==> src/rtl/irrigation_zone_sequencer_pkg.sv <==
// ---------------------------------------------------------------------------
// irrigation_pkg
// Shared definitions for the multi-zone irrigation sequencer:
//   - state_e        : FSM state encoding, also exported on the 'state' port
//   - MODE_*         : run mode latched at the start of each irrigation run
//   - checkConflict  : detects physically impossible water-level readings
// ---------------------------------------------------------------------------
package irrigation_pkg;

    typedef enum logic [2:0] {
        IDLE     = 3'd0,
        SCAN     = 3'd1,
        IRRIGATE = 3'd2,
        FAULT    = 3'd3
    } state_e;

    localparam logic MODE_DRIP      = 1'b0;
    localparam logic MODE_SPRINKLER = 1'b1;

    // A higher mark cannot be wet while a lower one is dry; either pattern
    // means a broken or stuck level sensor.
    function automatic logic checkConflict(input logic high, input logic mid, input logic low);
        return (high & ~mid) | (mid & ~low);
    endfunction

endpackage

==> src/rtl/irrigation_zone_sequencer_tick_prescaler.sv <==
// ---------------------------------------------------------------------------
// tick_prescaler
// Divides the system clock into a one-cycle 'tick' pulse every TICK_DIV
// cycles. Shared by the run countdown and the display countdown.
// Ports:
//   clock  - system clock
//   reset  - synchronous, active-high; restarts the phase at count 0
//   tick   - high for one cycle when the count reaches TICK_DIV-1
// ---------------------------------------------------------------------------
module tick_prescaler #(
    parameter int TICK_DIV = 1000
) (
    input  logic clock,
    input  logic reset,
    output logic tick
);

    localparam int CW = (TICK_DIV > 1) ? $clog2(TICK_DIV) : 1;
    localparam logic [CW-1:0] LAST_COUNT = CW'(TICK_DIV - 1);

    logic [CW-1:0] count_q;
    logic [CW-1:0] count_d;

    // With TICK_DIV=1 LAST_COUNT is 0, so the count stays at 0 and tick is
    // permanently high.
    assign tick = (count_q == LAST_COUNT);

    // Wrap straight back to zero on the tick cycle.
    always_comb begin
        count_d = tick ? '0 : count_q + CW'(1);
    end

    // Counter register; reset restarts the phase so the first tick after
    // release comes a full TICK_DIV cycles later.
    always_ff @(posedge clock) begin
        if (reset) begin
            count_q <= '0;
        end else begin
            count_q <= count_d;
        end
    end

endmodule

==> src/rtl/irrigation_zone_sequencer.sv <==
// ---------------------------------------------------------------------------
// irrigation_zone_sequencer
// Scans ZONES soil sensors round-robin and opens one zone valve at a time for
// a timed run using either the sprinkler pump or the dripper. Also drives the
// tank refill valve with hysteresis and latches a fault on conflicting level
// sensors.
// Ports:
//   clock, reset          - system clock, synchronous active-high reset
//   enable                - system on; low returns the sequencer to IDLE
//   low/mid/high_water_level - tank level marks (1 = water at/above mark)
//   earth_humidity[ZONES] - per-zone soil sensor (0 = needs water)
//   air_humidity, low_temperature - weather inputs choosing run mode
//   zone_valve[ZONES]     - one-hot open zone valve, or all zero
//   splinker_bomb         - sprinkler pump on
//   dripper_valvule       - dripper on
//   water_supply_valvule  - refill valve open
//   alarm                 - alarm LED (fault or tank below mid)
//   active_zone           - zone pointer for the displays
//   remaining_time        - ticks left in the current run (0 outside runs)
//   state                 - FSM state code
// ---------------------------------------------------------------------------
module irrigation_zone_sequencer
    import irrigation_pkg::*;
#(
    parameter int ZONES          = 4,
    parameter int TIMER_WIDTH    = 8,
    parameter int SPRINKLER_TIME = 30,
    parameter int DRIP_TIME      = 60,
    parameter int TICK_DIV       = 1000,
    parameter int FAULT_HOLD     = 3
) (
    input  logic                     clock,
    input  logic                     reset,
    input  logic                     enable,
    input  logic                     low_water_level,
    input  logic                     mid_water_level,
    input  logic                     high_water_level,
    input  logic [ZONES-1:0]         earth_humidity,
    input  logic                     air_humidity,
    input  logic                     low_temperature,
    output logic [ZONES-1:0]         zone_valve,
    output logic                     splinker_bomb,
    output logic                     dripper_valvule,
    output logic                     water_supply_valvule,
    output logic                     alarm,
    output logic [$clog2(ZONES)-1:0] active_zone,
    output logic [TIMER_WIDTH-1:0]   remaining_time,
    output logic [2:0]               state
);

    localparam int PW = $clog2(ZONES);
    localparam int HW = (FAULT_HOLD > 1) ? $clog2(FAULT_HOLD) : 1;
    localparam logic [PW-1:0]          LAST_ZONE = PW'(ZONES - 1);
    localparam logic [HW-1:0]          HOLD_LAST = HW'(FAULT_HOLD - 1);
    localparam logic [TIMER_WIDTH-1:0] SPR_LOAD  = TIMER_WIDTH'(SPRINKLER_TIME);
    localparam logic [TIMER_WIDTH-1:0] DRIP_LOAD = TIMER_WIDTH'(DRIP_TIME);

    logic                   tick;
    logic                   conflict;
    logic                   sprinklerSel;
    logic                   zoneHumid;
    logic [PW-1:0]          nextPtr;

    state_e                 state_q, state_d;
    logic [PW-1:0]          zonePtr_q, zonePtr_d;
    logic [PW-1:0]          skipCnt_q, skipCnt_d;
    logic [TIMER_WIDTH-1:0] remTime_q, remTime_d;
    logic [HW-1:0]          holdCnt_q, holdCnt_d;
    logic                   mode_q, mode_d;
    logic                   supply_q, supply_d;
    logic [ZONES-1:0]       valve_q;
    logic                   sprinkler_q;
    logic                   dripper_q;
    logic                   alarm_q;

    tick_prescaler #(
        .TICK_DIV (TICK_DIV)
    ) uPrescaler (
        .clock (clock),
        .reset (reset),
        .tick  (tick)
    );

    assign conflict     = checkConflict(high_water_level, mid_water_level, low_water_level);
    assign sprinklerSel = ~air_humidity & ~low_temperature & mid_water_level;
    assign zoneHumid    = earth_humidity[zonePtr_q];
    assign nextPtr      = (zonePtr_q == LAST_ZONE) ? '0 : zonePtr_q + PW'(1);

    // Next-state logic. remaining_time and the fault-hold counter default
    // to zero so they are only non-zero while their own state holds them.
    // FAULT is latched: only a full conflict-free hold period releases it,
    // enable has no effect there.
    always_comb begin
        state_d   = state_q;
        zonePtr_d = zonePtr_q;
        skipCnt_d = skipCnt_q;
        remTime_d = '0;
        holdCnt_d = '0;
        mode_d    = mode_q;

        if (conflict) begin
            state_d = FAULT;
        end else if ((state_q != FAULT) && !enable) begin
            state_d = IDLE;
        end else begin
            case (state_q)
                IDLE: begin
                    state_d   = SCAN;
                    skipCnt_d = '0;
                end
                SCAN: begin
                    if (!zoneHumid && low_water_level) begin
                        state_d   = IRRIGATE;
                        mode_d    = sprinklerSel ? MODE_SPRINKLER : MODE_DRIP;
                        remTime_d = sprinklerSel ? SPR_LOAD : DRIP_LOAD;
                        skipCnt_d = '0;
                    end else begin
                        zonePtr_d = nextPtr;
                        if (skipCnt_q == LAST_ZONE) begin
                            state_d   = IDLE;
                            skipCnt_d = '0;
                        end else begin
                            skipCnt_d = skipCnt_q + PW'(1);
                        end
                    end
                end
                IRRIGATE: begin
                    if (zoneHumid || !low_water_level ||
                        (tick && (remTime_q == TIMER_WIDTH'(1)))) begin
                        state_d   = SCAN;
                        zonePtr_d = nextPtr;
                    end else begin
                        remTime_d = tick ? remTime_q - TIMER_WIDTH'(1) : remTime_q;
                    end
                end
                FAULT: begin
                    if (tick) begin
                        if (holdCnt_q == HOLD_LAST) begin
                            state_d = IDLE;
                        end else begin
                            holdCnt_d = holdCnt_q + HW'(1);
                        end
                    end else begin
                        holdCnt_d = holdCnt_q;
                    end
                end
                default: state_d = IDLE;
            endcase
        end
    end

    // Refill valve hysteresis: open below mid, close at high; a conflict or
    // the fault state always closes it.
    always_comb begin
        supply_d = supply_q;
        if (conflict || high_water_level || (state_q == FAULT)) begin
            supply_d = 1'b0;
        end else if (!mid_water_level) begin
            supply_d = 1'b1;
        end
    end

    // State and registered outputs. Valve outputs are derived from the
    // next-state values so they change on the same edge as the state,
    // which keeps the one-hot / pump-matches-valve invariant exact.
    always_ff @(posedge clock) begin
        if (reset) begin
            state_q     <= IDLE;
            zonePtr_q   <= '0;
            skipCnt_q   <= '0;
            remTime_q   <= '0;
            holdCnt_q   <= '0;
            mode_q      <= MODE_DRIP;
            supply_q    <= 1'b0;
            valve_q     <= '0;
            sprinkler_q <= 1'b0;
            dripper_q   <= 1'b0;
            alarm_q     <= 1'b0;
        end else begin
            state_q     <= state_d;
            zonePtr_q   <= zonePtr_d;
            skipCnt_q   <= skipCnt_d;
            remTime_q   <= remTime_d;
            holdCnt_q   <= holdCnt_d;
            mode_q      <= mode_d;
            supply_q    <= supply_d;
            valve_q     <= (state_d == IRRIGATE) ? (ZONES'(1) << zonePtr_d) : '0;
            sprinkler_q <= (state_d == IRRIGATE) && (mode_d == MODE_SPRINKLER);
            dripper_q   <= (state_d == IRRIGATE) && (mode_d == MODE_DRIP);
            alarm_q     <= (state_q == FAULT) | ~mid_water_level;
        end
    end

    assign zone_valve           = valve_q;
    assign splinker_bomb        = sprinkler_q;
    assign dripper_valvule      = dripper_q;
    assign water_supply_valvule = supply_q;
    assign alarm                = alarm_q;
    assign active_zone          = zonePtr_q;
    assign remaining_time       = remTime_q;
    assign state                = state_q;

endmodule

==> config.mk <==
export PLATFORM = sky130hd
export DESIGN_NAME = irrigation_zone_sequencer
export DESIGN_NICKNAME = d
export VERILOG_FILES = /design/src/rtl/irrigation_zone_sequencer_pkg.sv /design/src/rtl/irrigation_zone_sequencer_tick_prescaler.sv /design/src/rtl/irrigation_zone_sequencer.sv
export SDC_FILE = /design/constraint.sdc
export NUM_CORES = 1
export LEC_CHECK = 0
export BUFFER_PORTS_ARGS = -buffer_cell sky130_fd_sc_hd__clkbuf_2
export CORE_MARGIN = 2
export CORE_UTILIZATION = 40
export DETAILED_ROUTE_END_ITERATION = 10
export GPL_TIMING_DRIVEN = 0
export PLACE_DENSITY = 0.67
export SLEW_MARGIN = 20
export SYNTH_ARGS = -nofsm -noshare
export SYNTH_HDL_FRONTEND = slang
export SYNTH_HIERARCHICAL = 1
export SYNTH_SLANG_ARGS = --single-unit
==> constraint.sdc <==
create_clock -name clock -period 8.4 [get_ports clock]
set_clock_uncertainty 0.1 [all_clocks]
set_input_delay 0.84 -clock clock [delete_from_list [all_inputs] [get_ports clock]]
set_output_delay 0.84 -clock clock [all_outputs]
set_load 0.02 [all_outputs]
Word-level counts from Yosys, hierarchy flattened
Cells that the tools add are included.
{"block": "word_totals", "register_bits": 36, "in_bits": 12, "output_inout_bits": 21, "wordCells": 95}
{"block": "op_classes", "n_addsub": 5, "order_cmp": 1, "n_eq_ne": 11, "n_shift": 1, "muxes": 30, "bitwise": 15, "n_reduce_logical": 20}
{"op": "$mux W3", "n": 7}
{"op": "$mux W2", "n": 8}
{"op": "$mux W8", "n": 2}
{"op": "$pmux W8 S2", "n": 1}
{"op": "$mux W6", "n": 2}
{"op": "$pmux W3 S4", "n": 1}
{"op": "$add A10 B1 Y10 const B", "n": 1}
{"op": "$eq A10 B10 Y1 const B", "n": 1}
{"op": "$eq A3 B2 Y1 const B", "n": 3}
{"op": "$not A1 Y1", "n": 9}
{"op": "$eq A8 B1 Y1 const B", "n": 1}
{"op": "$pmux W2 S2", "n": 2}
{"op": "$sub A8 B1 Y8 const B", "n": 1}
{"op": "$add A2 B1 Y2 const B", "n": 3}
{"op": "$eq A2 B2 Y1 const B", "n": 3}
{"op": "$mux W1", "n": 6}
{"op": "$reduce_or A2 Y1", "n": 3}
{"op": "$logic_and A1 B1 Y1", "n": 5}
{"op": "$and A1 B1 Y1", "n": 4}
{"op": "$logic_or A1 B1 Y1", "n": 4}
{"op": "$reduce_or A4 Y1", "n": 1}
{"op": "$shl A1 B2 Y4 const A", "n": 1}
{"op": "$eq A3 B1 Y1 const B", "n": 1}
{"op": "$logic_not A1 Y1", "n": 3}
{"op": "other kinds (9)", "n": 10}

Logic depth before layout (Yosys ltp)
{"block": "depth", "depth_word": 11, "mapped_depth": 10, "mapped_depth_nobuf": 8}

Cells and area by module
The synthesis kept the hierarchy.
{"module": "irrigation_zone_sequencer", "n_inst": 1, "cells_each": 172, "area_per_inst_um2": 1457.6, "seq_area_each_um2": 520.5}
{"module": "tick_prescaler", "n_inst": 1, "cells_each": 56, "area_per_inst_um2": 490.5, "seq_area_each_um2": 200.2}

Worst setup path before layout
Ideal clock, no wire load.
{"block": "synth_timing", "path_type": "register to register", "from": "register uPrescaler.count_q[0]", "to": "register valve_q[1], in the netlist zone_valve[1]", "setup_ns": 0.092, "arrival_ns": 2.825, "required_ns": 8.208, "slack_ns": 5.383, "stages_incl_launch_ff": 10, "path_buffers": 1, "synth_period_minus_slack_ns": 3.017, "cell_sequence": "dfxtp_1 > ha_1 > nand4bb_1 > nor3_1 > buf_6 > or4b_1 > or4_4 > a2111oi_4 > o22ai_2 > nor4_1"}
{"block": "synth_via", "elab_chain_len": 10, "word_cells_on_any_way": 16, "classes_between": "2 x eq/ne; 1 x shift; 9 x mux; 1 x bitwise; 3 x reduce/logical"}
{"element": "start, declared", "line": "irrigation_zone_sequencer_tick_prescaler.sv:21", "source": "logic [CW-1:0] count_q;"}
{"element": "start signal, assigned", "line": "irrigation_zone_sequencer_tick_prescaler.sv:39", "source": "count_q <= count_d;"}
{"element": "$eq A10 B10 Y1 (*)", "line": "irrigation_zone_sequencer_tick_prescaler.sv:26", "source": "assign tick = (count_q == LAST_COUNT);"}
{"element": "via tick", "line": "irrigation_zone_sequencer.sv:58", "source": "logic tick;"}
{"element": "$logic_and A1 B1 Y1", "line": "irrigation_zone_sequencer.sv:129", "source": "(tick && (remTime_q == TIMER_WIDTH'(1)))) begin"}
{"element": "$logic_or A1 B1 Y1", "line": "irrigation_zone_sequencer.sv:128", "source": "if (zoneHumid || !low_water_level ||"}
{"element": "$mux W3", "line": "irrigation_zone_sequencer.sv:128"}
{"element": "$pmux W3 S4", "line": "irrigation_zone_sequencer.sv:106", "source": "case (state_q)"}
{"element": "$mux W3", "line": "irrigation_zone_sequencer.sv:103", "source": "end else if ((state_q != FAULT) && !enable) begin"}
{"element": "$mux W3", "line": "irrigation_zone_sequencer.sv:101", "source": "if (conflict) begin"}
{"element": "$eq A3 B2 Y1", "line": "irrigation_zone_sequencer.sv:187", "source": "valve_q <= (state_d == IRRIGATE) ? (ZONES'(1) << zonePtr_d) : '0;"}
{"element": "$not A1 Y1 (no source line)"}
{"element": "$reduce_or A2 Y1 (no source line)"}
{"element": "end signal, assigned", "line": "irrigation_zone_sequencer.sv:187"}
{"element": "end, declared", "line": "irrigation_zone_sequencer.sv:71", "source": "logic [ZONES-1:0] valve_q;"}
Mark *: on every way through the listed nets, which the timed path passes. The rest lies on a longest branch.
A chain may end at the register's enable or synchronous reset.

Worst setup path after layout
{"block": "layout_timing", "from": "register uPrescaler.count_q[0]", "to": "register valve_q[0], in the netlist zone_valve[0]"}
Same word-level chain as after synthesis.

==> qor.yml <==
power:
  worst_ir_drop_vdd_v: 0.0000650
  post-layout-total-power_w: 0.000368
  static_power_due_to_leakage_nw: 0.838
  clockPowerShare_pct: 41.3
  power.density_mw_per_mm2: 160
  sequentialPowerShare_pct: 48.7
  netSwitchingFraction_pct: 24.9
  power_share_of_the_combinational_group_pct: 10.0
  power.switching_w: 0.0000915
  intPower_w: 0.000276
synthesis:
  yosysTopAreaCell: "dfxtp_1"
  synth_top_flop_cell: "dfxtp_1"
  post_synthesis_compound_gate_area_fraction_pct: 17.7
  synth-edff-count: 0
  synth_simple_gate_area_share_pct: 32.9
  synth.avg_cell_area_um2: 8.54
  ys_warn_count: 6
  yosys.area.top_type_share_pct: 37.0
  synth-xor-area-share_pct: 3.60
  post_synth_num_cell_types: 56
  synthArstFlopShare_pct: 0
  yosys-top-cells-area: "dfxtp_1, a21oi_1, nor2_1, nor3_1, ha_1"
  synth-adder-area-share_pct: 3.21
  seq_area_frac_synth_pct: 37.0
  postSynthNetCount: 245
  synth-seq-cells: 36
  postSynthCellCount: 228
  post_synth_mux_area_share_pct: 2.06
  synth_area_mm2: 0.00195
  synth_top_family_by_area: "simple AND/OR/NAND/NOR gates"
finish:
  flow.area_growth_from_synthesis_pct: 18.2
  n_antenna_cell: 0
  nets: 284
  drive_gt1_share_pct: 18.7
timing:
  grt_setup_unrepaired: "false"
  tightestPinTransition_ns: 0.596
  min_period_ns: 3.39
  finalHoldViolCount: 0
  period_share_pct: 40.4
  setup_viol_count_final: 0
  max_clock_freq_mhz: 295
  final_max_slew_viol_count: 0
  relSlewSlack_pct: 60.0
  fin_setup_tns_ns: 0
route:
  detail_route.iter0.violations: 149
  drt_drc_violations_left: 0
  via_count: 1790
  drt.antenna.violating_nets: 0
  route.detailed.wl_per_inst_um: 13.1
  drt-pass1-iter-count: 4
  drt-total-wl_um: 4390
  detail_route.vias_per_cell: 5.34
run:
  drv.max_cap_violation_count: 0
die:
  core-area_mm2: 0.00472
  fp.dieArea_mm2: 0.00544
  std_cell_rows: 25
  floorplan.initialDensity_pct: 41.2
  dieWidth_um: 73.8
  die_h_um: 73.8
  top_ports: 33
critical_path:
  r2r_start: "uPrescaler/count_q[0]"
  ff2ff_setup_slack_ns: 5.01
  worst_path_largest_cell_delay_ns: 0.52
  setup.worst_path.class: "reg2reg"
  critPathLaunchType: "register"
  critical_path.cell_chain: "ha_1 > nand4bb_1 > nor3_1 > buf_6 > or4b_1 > o21ai_1 > a21oi_1 > a311o_1 > nor4b_1"
  arrival_ns: 3.49
  critical_path_top_delay_cell: "o21ai_1"
  critical_path_required_ns: 8.50
  critical_path.max_fanout: 10
  timing.critical_path.to_type: "register"
  critical_path.reg2reg.endpoint: "zone_valve[0]"
  worst-r2r-cell-count: 9
place:
  buffer_ports.inserted: 32
  routabilityCongestion: 0.857
  place.detailed.hpwl_um: 3400
global_routing:
  grt_start_max_net_pins: 13
  grt_pass1_wl_um: 7390
  first_global_vias: 1605
  gr-usage-all-layers_pct: 17.9
  grt.overflow.total: 0
  antenna_violations_before_repair: 0
worst_hold_path:
  min_path_cells: 1
  min_path_type: "reg2reg"
  worstHoldStart: "uPrescaler/count_q[0]"
  hold-path-endpoint: "uPrescaler/count_q[0]"
clocking:
  clock_latency_ns: 0.30
  cts.repair_timing.setup_buffer_count: 0
  post_cts_hold_buffer_count: 0
  clockBufferDepth: 2
  cts_buffers: 5
  cts_tree: "built"
  clock_sink_count: 36
  clock_pin_transition_on_the_worst_setup_and_hold_timing_paths_ns: 0.07
  h-tree-depth: 2
  clk_root_buffer_cell: "clkbuf_8"
  postCtsResizedCells: 0
status:
  status: "completed"
[power groups by stage]
| stage | sequential [W] | combinational (W) | clock [W] |
|---|---|---|---|
| 6_report | 0.000179 | 0.0000369 | 0.000152 |
| 5_1_grt | 0.000180 | 0.0000412 | 0.000163 |
| 4_1_cts | 0.000179 | 0.0000371 | 0.000156 |
| 3_5_place_dp | 0.000183 | 0.0000369 | 0 |
| 3_3_place_gp | 0.000183 | 0.0000366 | 0 |
| 2_1_floorplan | 0.000184 | 0.0000238 | 0 |
[cells by family (layout without fill, tap and decap cells)]
group,Yosys count,count (layout)
AOI/OAI and AO/OA,49,49
xor gates and xnor gates,8,8
adders and majority gates,5,5
buffers and inverters,15,55
DFF,36,36
muxes,4,4
other,1,1
and+or+nand+nor,110,110
[synthesized netlist by cell type, drive strengths merged, types with 2 or more instances]
| cell type | n |
|---|---|
| clkbuf | 7 |
| nand4b | 2 |
| nor3b | 5 |
| or3 | 4 |
| nand2b | 4 |
| inv | 7 |
| o31ai | 2 |
| or2 | 2 |
| o21ai | 8 |
| a211oi | 2 |
| or4 | 2 |
| xor2 | 3 |
| nand4 | 6 |
| a311o | 2 |
| and2 | 3 |
| nor3 | 14 |
| or4b | 2 |
| nor2b | 4 |
| nand3b | 4 |
| o211ai | 2 |
| nor4b | 2 |
| dfxtp | 36 |
| a21oi | 16 |
| a31oi | 2 |
| nor4bb | 2 |
| nor2 | 20 |
| ha | 5 |
| o2bb2ai | 2 |
| mux2i | 4 |
| a2111oi | 2 |
| and3 | 4 |
| nand3 | 8 |
| nor4 | 2 |
| o21bai | 3 |
| nand2 | 15 |
| xnor2 | 5 |
[cells in the final DEF (no fill, tap or decap), types with 5 or more instances in the layout]
cell,count
nor2_1,20
dfxtp_1,36
nor3_1,14
nand2_1,15
inv_1,7
o21ai_0,7
clkbuf_1,7
nand3_1,8
nand4_1,5
clkbuf_2,32
nor3b_1,5
a21oi_1,16
clkbuf_8,5
ha_1,5
xnor2_1,5
[metal layers]
| layer | share of wire [%] | GRT usage, % |
|---|---|---|
| met1 | 47 | 22.5 |
| met2 | 46 | 28.1 |
| met3 | 4.7 | 4.80 |
| met4 | 1.8 | 8.69 |
| met5 | 0 | 0 |
[critical path: cells and delay by family (launching register included)]
family                   cells  cell delay (ns)
AND/OR/NAND/NOR              4             1.31
AO/OA/AOI/OAI                3             1.05
flip-flops                   1             0.36
adder cells (fa/ha/maj)      1             0.27
buffers and inverters        1             0.20
[flip-flops by register name (all words and copies together), names as in the netlist]
name / flops
uPrescaler/count_q: 10
remaining_time: 8
zone_valve: 4
state: 3
active_zone: 2
holdCnt_q: 2
skipCnt_q: 2
alarm: 1
dripper_valvule: 1
mode_q: 1
splinker_bomb: 1
water_supply_valvule: 1
[worst max path at each step]
stage / startpoint / to / slack (ns) / depth (start not counted)
3_3_place_gp: uPrescaler/count_q[0] / zone_valve[3] / 4.99 / 9
6_report: uPrescaler/count_q[0] / zone_valve[0] / 5.01 / 9
4_1_cts: uPrescaler/count_q[0] / zone_valve[0] / 4.95 / 9
5_1_grt: uPrescaler/count_q[0] / zone_valve[3] / 4.72 / 9
2_1_floorplan: uPrescaler/count_q[0] / zone_valve[1] / 5.38 / 9
3_5_place_dp: uPrescaler/count_q[0] / zone_valve[0] / 4.98 / 9
[metrics by stage]
| step | utilization [%] | hold slack [ns] | std cells | cell area [µm²] | setup WS [ns] |
|---|---|---|---|---|---|
| CTS | 48.8 | 0.366 | 335 | 2300 | 4.95 |
| finish | 48.8 | 0.357 | 335 | 2300 | 5.01 |
| global placement | 46.4 | 0.341 | 327 | 2190 | 4.99 |
| global route | 48.8 | 0.398 | 335 | 2300 | 4.72 |
| detailed placement | 46.4 | 0.349 | 327 | 2190 | 4.98 |
| floorplan | - | 0.326 | 228 | 1950 | 5.38 |
[area by class of cell]
cell class | instances | area, µm²
sequential | 36 | 721
multi-input combinational | 177 | 1160
tap | 67 | 83.8
buffer | 8 | 37.5
inverter | 7 | 26.3
timing repair buffer | 32 | 160
clock inverter | 3 | 42.5
fill | 481 | 2420
clock buffer | 5 | 68.8
Power figures use the tool's default switching activity.
